==> config.mk <==
export PLATFORM = sky130hd
export DESIGN_NAME = layer_feeder
export DESIGN_NICKNAME = d
export VERILOG_FILES = /design/src/rtl/nn_pkg.sv /design/src/rtl/frame_buffer.sv /design/src/rtl/layer_feeder.sv
export SDC_FILE = /design/constraint.sdc
export NUM_CORES = 1
export LEC_CHECK = 0
export BUFFER_PORTS_ARGS = -buffer_cell sky130_fd_sc_hd__buf_2
export CAP_MARGIN = 20
export CORE_ASPECT_RATIO = 1.1
export CORE_MARGIN = 5
export CORE_UTILIZATION = 60
export CTS_CLUSTER_DIAMETER = 50
export DETAILED_ROUTE_END_ITERATION = 12
export HOLD_SLACK_MARGIN = 0.05
export PLACE_DENSITY = 0.79
export SLEW_MARGIN = 15
export SYNTH_ARGS = -nofsm -noshare
export SYNTH_HDL_FRONTEND = slang
export SYNTH_SLANG_ARGS = --single-unit
export TNS_END_PERCENT = 10
==> constraint.sdc <==
create_clock -name clk -period 6.6 [get_ports clk]
set_input_delay 1.65 -clock clk [delete_from_list [all_inputs] [get_ports clk]]
set_output_delay 1.65 -clock clk [all_outputs]
set_load 0.01 [all_outputs]
==> src/rtl/nn_pkg.sv <==
// Shared types and sizing helpers for the layer-to-layer feeder.
package nn_pkg;

    // Sequencer states. IDLE: no frame in flight. STREAM: one element per
    // cycle on out_data. WAIT_DONE: last element sent, waiting for the
    // downstream layer to finish before the next frame may start.
    typedef enum logic [1:0] {
        IDLE      = 2'd0,
        STREAM    = 2'd1,
        WAIT_DONE = 2'd2
    } feed_state_t;

    localparam int DEFAULT_NEURONS    = 10;
    localparam int DEFAULT_DATA_WIDTH = 16;

    // Width of an element index. A single-element frame still gets a 1-bit
    // counter so the index never has zero width.
    function automatic int idx_w(input int n);
        return (n > 1) ? $clog2(n) : 1;
    endfunction

    localparam int DEFAULT_IDX_W = idx_w(DEFAULT_NEURONS);

endpackage

==> src/rtl/frame_buffer.sv <==
// Two-deep frame storage: the active frame being streamed and one pending
// frame captured while the sequencer is busy. Drops a third frame and flags
// it as a sticky overrun.
module frame_buffer
    import nn_pkg::*;
#(
    parameter int neurons   = DEFAULT_NEURONS,
    parameter int dataWidth = DEFAULT_DATA_WIDTH
) (
    input  logic                           clk,
    input  logic                           rst,
    input  logic                           in_valid,
    input  logic [neurons*dataWidth-1:0]   in_data,
    input  logic                           load_direct,
    input  logic                           promote,
    output logic [neurons*dataWidth-1:0]   active,
    output logic                           pending_full,
    output logic                           overrun
);

    logic [neurons*dataWidth-1:0] pending;
    logic                         capture;

    // A frame that is not written straight into the active register is
    // offered to the pending slot instead.
    assign capture = in_valid & ~load_direct;

    // Active register: loaded straight from the input when starting from
    // rest, otherwise refilled from the pending slot.
    always_ff @(posedge clk) begin
        if (rst) begin
            active <= '0;
        end else if (load_direct) begin
            active <= in_data;
        end else if (promote) begin
            active <= pending;
        end
    end

    // Pending slot and overrun flag. When pending is promoted in the same
    // cycle a new frame arrives, the new frame takes the freed slot, so the
    // slot stays full and nothing is dropped.
    always_ff @(posedge clk) begin
        if (rst) begin
            pending      <= '0;
            pending_full <= 1'b0;
            overrun      <= 1'b0;
        end else if (promote) begin
            pending_full <= capture;
            if (capture) begin
                pending <= in_data;
            end
        end else if (capture) begin
            if (!pending_full) begin
                pending      <= in_data;
                pending_full <= 1'b1;
            end else begin
                overrun <= 1'b1;
            end
        end
    end

endmodule

==> src/rtl/layer_feeder.sv <==
// Serialises one fully-connected layer's parallel result into the next
// layer's single-input neuron array, one element per cycle.
//
// state     | meaning
// IDLE      | no frame in flight, outputs quiet
// STREAM    | presenting active[idx] with out_valid high
// WAIT_DONE | frame sent, holding off until next_done (waitDone=1 only)
module layer_feeder
    import nn_pkg::*;
#(
    parameter int neurons   = DEFAULT_NEURONS,
    parameter int dataWidth = DEFAULT_DATA_WIDTH,
    parameter bit waitDone  = 1'b1
) (
    input  logic                         clk,
    input  logic                         rst,
    input  logic                         in_valid,
    input  logic [neurons*dataWidth-1:0] in_data,
    input  logic                         next_done,
    output logic                         out_valid,
    output logic [dataWidth-1:0]         out_data,
    output logic                         out_last,
    output logic                         busy,
    output logic                         overrun
);

    localparam int                 IDX_W    = idx_w(neurons);
    localparam logic [IDX_W-1:0]   LAST_IDX = IDX_W'(neurons - 1);

    feed_state_t                  state;
    feed_state_t                  state_next;
    logic [IDX_W-1:0]             idx;
    logic [neurons*dataWidth-1:0] active;
    logic                         pending_full;
    logic                         at_last;
    logic                         frame_end;
    logic                         load_direct;
    logic                         promote;

    frame_buffer #(
        .neurons   (neurons),
        .dataWidth (dataWidth)
    ) u_frame_buffer (
        .clk          (clk),
        .rst          (rst),
        .in_valid     (in_valid),
        .in_data      (in_data),
        .load_direct  (load_direct),
        .promote      (promote),
        .active       (active),
        .pending_full (pending_full),
        .overrun      (overrun)
    );

    assign at_last = (state == STREAM) && (idx == LAST_IDX);

    // Next-state and frame-load decisions. frame_end marks the cycle in which
    // the current frame is finished and the next one may start; a next_done
    // arriving together with the last element already counts as finished.
    always_comb begin
        state_next  = state;
        frame_end   = 1'b0;
        load_direct = 1'b0;
        promote     = 1'b0;
        case (state)
            IDLE: begin
                if (in_valid) begin
                    load_direct = 1'b1;
                    state_next  = STREAM;
                end
            end
            STREAM: begin
                if (at_last) begin
                    frame_end = !waitDone || next_done;
                    if (!frame_end) begin
                        state_next = WAIT_DONE;
                    end
                end
            end
            WAIT_DONE: begin
                frame_end = next_done;
            end
            default: begin
                state_next = IDLE;
            end
        endcase

        // The older buffered frame always goes first. With nothing pending,
        // a frame arriving in this very cycle goes straight to active so it
        // is not stranded in the pending slot while the FSM drops to IDLE.
        if (frame_end) begin
            if (pending_full) begin
                promote    = 1'b1;
                state_next = STREAM;
            end else if (in_valid) begin
                load_direct = 1'b1;
                state_next  = STREAM;
            end else begin
                state_next = IDLE;
            end
        end
    end

    // State register.
    always_ff @(posedge clk) begin
        if (rst) begin
            state <= IDLE;
        end else begin
            state <= state_next;
        end
    end

    // Element index: restarts on every frame load and parks on the last
    // element rather than wrapping.
    always_ff @(posedge clk) begin
        if (rst) begin
            idx <= '0;
        end else if (load_direct || promote) begin
            idx <= '0;
        end else if ((state == STREAM) && !at_last) begin
            idx <= idx + 1'b1;
        end
    end

    // Outputs are decoded from registers only; out_data is a plain slice of
    // the active frame and holds its value outside STREAM.
    assign out_valid = (state == STREAM);
    assign out_last  = at_last;
    assign busy      = (state != IDLE);
    assign out_data  = active[idx*dataWidth +: dataWidth];

endmodule

* After elaboration in Yosys (flattened, before gate mapping)
Cells that the tools add are included.
Word-level totals: bits in registers 328, bits of input ports 164, output and inout port bits 20
Operators by class: add/sub/neg operators 1, eq/ne operators 8, shift-type cells 1, muxes and demuxes 24, bitwise gates (word level) 3, reductions and logical operators 12
Operators with widths (count):
- 2-to-1 mux 160 bit | 6
- indexed part select 160 x 9 -> 16 bit | 1
- 2-to-1 mux 1 bit | 12
- 2-to-1 mux 2 bit | 4
- one-hot mux 2 bit (3 select lines) | 1
- nonzero test 2 bit | 3
- adder 4 x 1 -> 4 bit, second input constant | 1
- == test 4 bit, second input constant | 1
- != test 2 bit, second input constant | 2
- AND reduction 4 bit | 1
- != test 3 x 1 -> 1 bit, second input constant | 1
- != test 3 x 2 -> 1 bit, second input constant | 1
- != test 3 bit, second input constant | 1
- AND reduction 3 bit | 1
- == test 2 x 1 -> 1 bit, second input constant | 1
- == test 2 bit, second input constant | 1
- logical AND 1 bit | 2
- logical NOT 2 bit | 1
- NOT 1 bit | 2
- one-hot mux 1 bit (2 select lines) | 1
- AND reduction 2 bit | 1
- OR reduction 2 bit | 1
- AND 1 bit | 1
- logical NOT 1 bit | 1
- logical OR 1 bit | 1

* Depth between registers and ports, before layout
depth in word-level cells 9, gate-level depth with buffers 12, mapped depth without buffers 6

* Hierarchy
Synthesis repeated with hierarchy kept, for this count alone.
Second synthesis, totals: cell total of the unflattened synthesis 1773, area, all modules 15461.1 um^2
By module, submodules not included:
- frame_buffer | instances 1, cells an instance 1628, area each 13734.4 um^2, sequential area each 6446.2 um^2
- layer_feeder | instances 1, cells an instance 145, area each 1726.7 um^2, sequential area each 120.1 um^2

* Worst setup path before layout
Ideal clock, no wire load.
path kind reg2out, start register idx[0], end output out_data[0], data arrival time 1.575 ns, data required time 4.950 ns, path slack 3.375 ns, cell stages (with the launch flop) 6, cells stage by stage dfxtp_1 -> buf_2 -> buf_2 -> buf_1 -> mux2i_1 -> o22ai_1
Between the ends: cells in the longest elaborated chain, start to end 1
Ends and longest elaborated chain:
- from (decl) | RTL line layer_feeder.sv:32 | logic [IDX_W-1:0] idx;
- from (signal assigned) | RTL line layer_feeder.sv:121 | idx <= idx + 1'b1;
- indexed part select 160 x 9 -> 16 bit | RTL line layer_feeder.sv:130 | assign out_data = active[idx*dataWidth +: dataWidth];
- to (decl) | RTL line layer_feeder.sv:21 | output logic [dataWidth-1:0] out_data,
No other way between the ends.

* Worst setup path in the final report
start register idx[0], end output out_data[13]
The elaborated chain is that of the path after synthesis.

==> metrics.md <==
| Metric | Value |
|---|---|
| Met2 global-route usage | `0.481` |
| GR Util met3 | `0.0724` |
| WHS | `a little under 0.5 ns` |
| RSZ-0062 raised after global routing | `false` |
| Yosys warnings | `0` |
| # Post-CTS Setup Buffers | `0` |
| Vias | `17300` |
| Worst Hold Class | `flip-flop to flip-flop` |
| Hold_buf cts | `0` |
| Final hold vios | `0` |
| GRT Overall Usage | `0.320` |
| Placer congestion estimate | `roughly 0.9` |
| Net Sw Frac | `0.378` |
| Detailed placement HPWL | `34400 microns` |
| Worst path required time | `4.95 ns` |
| Comb pwr share | `0.349` |
| First-pass GRT wire length | `94800 microns` |
| Largest family of logic cells by synthesized area | `compound AO/OA/AOI/OAI gates` |
| Syn Area/Cell | `9.65 sq um` |
| Final Critical Period | `4.52 ns` |
| Htree depth | `2` |
| Max VDD drop | `0.235 mV` |
| Port Buffers | `about 180` |
| Final instance count without filler cells | `roughly 2400` |
| Crit Path Category | `flip-flop to output port` |
| Post-CTS Resized | `0` |
| Seq/Total Area, Yosys | `0.337` |
| Busiest layer in global routing | `met2` |
| Fin nets | `2155` |
| Chip height | `between 150 and 200 microns` |
| Area contributors post-synth | `dfxtp_1 (34%), mux2i_1 (16%), a211oi_1 (8.5%)` |
| CTS tree | `yes` |
| PD cells | `357 nW/um^2` |
| CP cell instances | `mux4_2, mux2i_1, o22ai_1, buf_2` |
| Initial antenna violation count | `5` |
| Slew headroom | `0.113` |
| #FFs+latches synth | `~330` |
| Area delta synth->final | `8.94%` |
| Slew @ Worst Pin | `1.33 ns` |
| Mapped Cells | `2020` |
| Root buf cell | `clkbuf_16` |
| Grt met1 use | `0.455` |
| Synthesized Nets | `2191` |
| Grt ovf | `0` |
| Number of buffers and inverters on the critical path | `1` |
| Clock power frac | `0.285` |
| Async set-reset flop share out of synthesis | `0` |
| Total negative setup slack | `0 ns` |
| Post-synthesis compound-gate area fraction | `0.263` |
| Area leader, netlist | `dfxtp_1` |
| Total placed cells including tap cells | `2372` |
| Sequential share of power | `0.366` |
| Row Count | `69` |
| Final setup fails | `0` |
| Final clock skew | `0.0124 ns` |
| DR iter-0 viols | `2638` |
| Sink Count | `328` |
| Post-DRT Antenna Nets | `0` |
| CTS Buf Count | `36` |
| Cell-internal power | `4.71 mW` |
| Top delay family on crit path | `multiplexers` |
| Vias in the first global route | `about 16000` |
| Max-slew violation count | `0` |
| Slowest stage cell, crit path | `dfxtp_4` |
| Synthesized area | `a little under 20000 sq um` |
| Total Power | `7.58 mW` |
| Xor-xnor portion of the synthesized cell area | `0.00135` |
| Largest net degree at the start of global routing | `between 300 and 400` |
| Final worst-path cycle share | `0.685` |
| Core area | `between 30000 and 40000 sq um` |
| Wire length per cell | `25.0 microns` |
| Crit. End Element | `output port` |
| Leakage | `8.56 nW` |
| Commonest non-fill, non-tap cell in the layout | `dfxtp_1` |
| Clk Latency, worst-skew pair | `around 0.52 ns` |
| Synth unique cells | `41` |
| Drt total wl | `60900 microns` |
| Worst-path clk slew | `0.06 ns` |
| WP data arrival | `2.87 ns` |
| Outcome | `completed` |
| Most frequent cells in the layout | `dfxtp_1 (326), mux2i_1 (311), and3_1 (235)` |
| Share of layout cells above drive strength 1 | `0.220` |
| P_sw | `2.87 mW` |
| Worst Setup Start Kind | `flip-flop` |
| Max cap viols | `0` |
| Drc violations | `0` |
| Clk buf depth | `3` |
| F_max | `about 0.22 GHz` |
| Die area | `36200 sq um` |
| Die width | `between 150 and 200 microns` |
| Crit-path max cell delay | `0.89 ns` |
| Synth top area share | `0.337` |
| Post-synthesis mux area share | `0.222` |
| CP Max Fanout | `39` |
| Simple-Gate Fraction of Synth Area | `0.103` |
| Synth Flop Type | `dfxtp_1` |
| Num ports | `184` |
| Post-Synth Adder-Cell Area | `0.00449` |
| Number of synthesized flops with an enable pin | `0` |
| Fill cells | `~2500` |
| Drt first pass iters | `7` |
| Vias per cell | `just over 7` |
| Initial Utilization | `0.605` |
Yosys cell counts (32+ instances only):
| master | instances |
|---|---|
| dfxtp_1 | 328 |
| mux2i_1 | 311 |
| and3_1 | 235 |
| a211oi_1 | 221 |
| clkbuf_1 | 182 |
| a21oi_1 | 162 |
| o211ai_1 | 160 |
| a211oi_2 | 100 |
| nand3_1 | 86 |
| buf_2 | 51 |
| mux2_2 | 32 |
| mux4_2 | 32 |
area by class of cell:
class	instances	area, sq um	share of cell area
flip-flops and latches	328	6570	0.310
clock inverters	13	204	0.00961
diodes	1	2.50	0.000118
inverters	6	30.0	0.00141
repair buffers	207	1220	0.0574
clock buffers	49	1060	0.0500
multi-input cells	1405	11600	0.547
well taps	426	533	0.0251
power groups by stage:
stage | Sequential, mW | Clock, mW | Combinational (mW)
finish | 2.77 | 2.16 | 2.64
global route | 2.81 | 2.25 | 2.82
floorplan | 2.59 | 0 | 2.02
CTS | 2.76 | 2.17 | 2.59
detailed placement | 2.80 | 0 | 2.57
global placement | 2.78 | 0 | 2.51
worst paths after layout:
path                                                  from                          end  slack, ns  cells after the start
worst min register to register  u_frame_buffer.pending[44]   u_frame_buffer.pending[44]       0.49                      2
worst max-delay path                                idx[0]                 out_data[13]       2.08                      4
worst min-delay path            u_frame_buffer.pending[44]   u_frame_buffer.pending[44]       0.49                      2
worst max register to register                      idx[0]  u_frame_buffer.pending[135]       2.82                      6
state kept, by name, summed over array words and instances, names as in the netlist:
signal                       count
idx                              4
state                            2
u_frame_buffer.active          160
u_frame_buffer.overrun           1
u_frame_buffer.pending         160
u_frame_buffer.pending_full      1
worst reg2reg max path, stage by stage (launching register included):
cell and delay [ns]:
dfxtp_4 0.89, ha_1 0.29, and4b_1 0.49, o21a_4 0.87, buf_12 0.53, mux2_2 0.47
a21oi_1 0.16
metrics by stage:
| step | setup slack (ns) | instance area, sq um | utilization |
|---|---|---|---|
| final | 2.08 | 21200 | 0.659 |
| after global routing | 1.92 | 21200 | 0.659 |
| after CTS | 2.09 | 21200 | 0.659 |
| after detailed placement | 2.49 | 20000 | 0.620 |
| after global placement | 2.54 | 20000 | 0.620 |
| after floorplan | 3.38 | 19500 | - |
kinds of logic after synthesis:
logic type,after synthesis
and+or+nand+nor,339
DFF,328
muxes,387
xor gates and xnor gates,3
buffers and inverters,287
adders and majority gates,7
AOI/OAI and AO/OA,669
per-layer routing:
metal / share of wire / vias to the layer above
met1: 0.41 / 8448
met2: 0.45 / 935
met3: 0.10 / 128
met4: 0.037 / 8
li1: - / 7775
met5: 0.00079 / -
No activity file was read; power rests on OpenSTA's default activity.
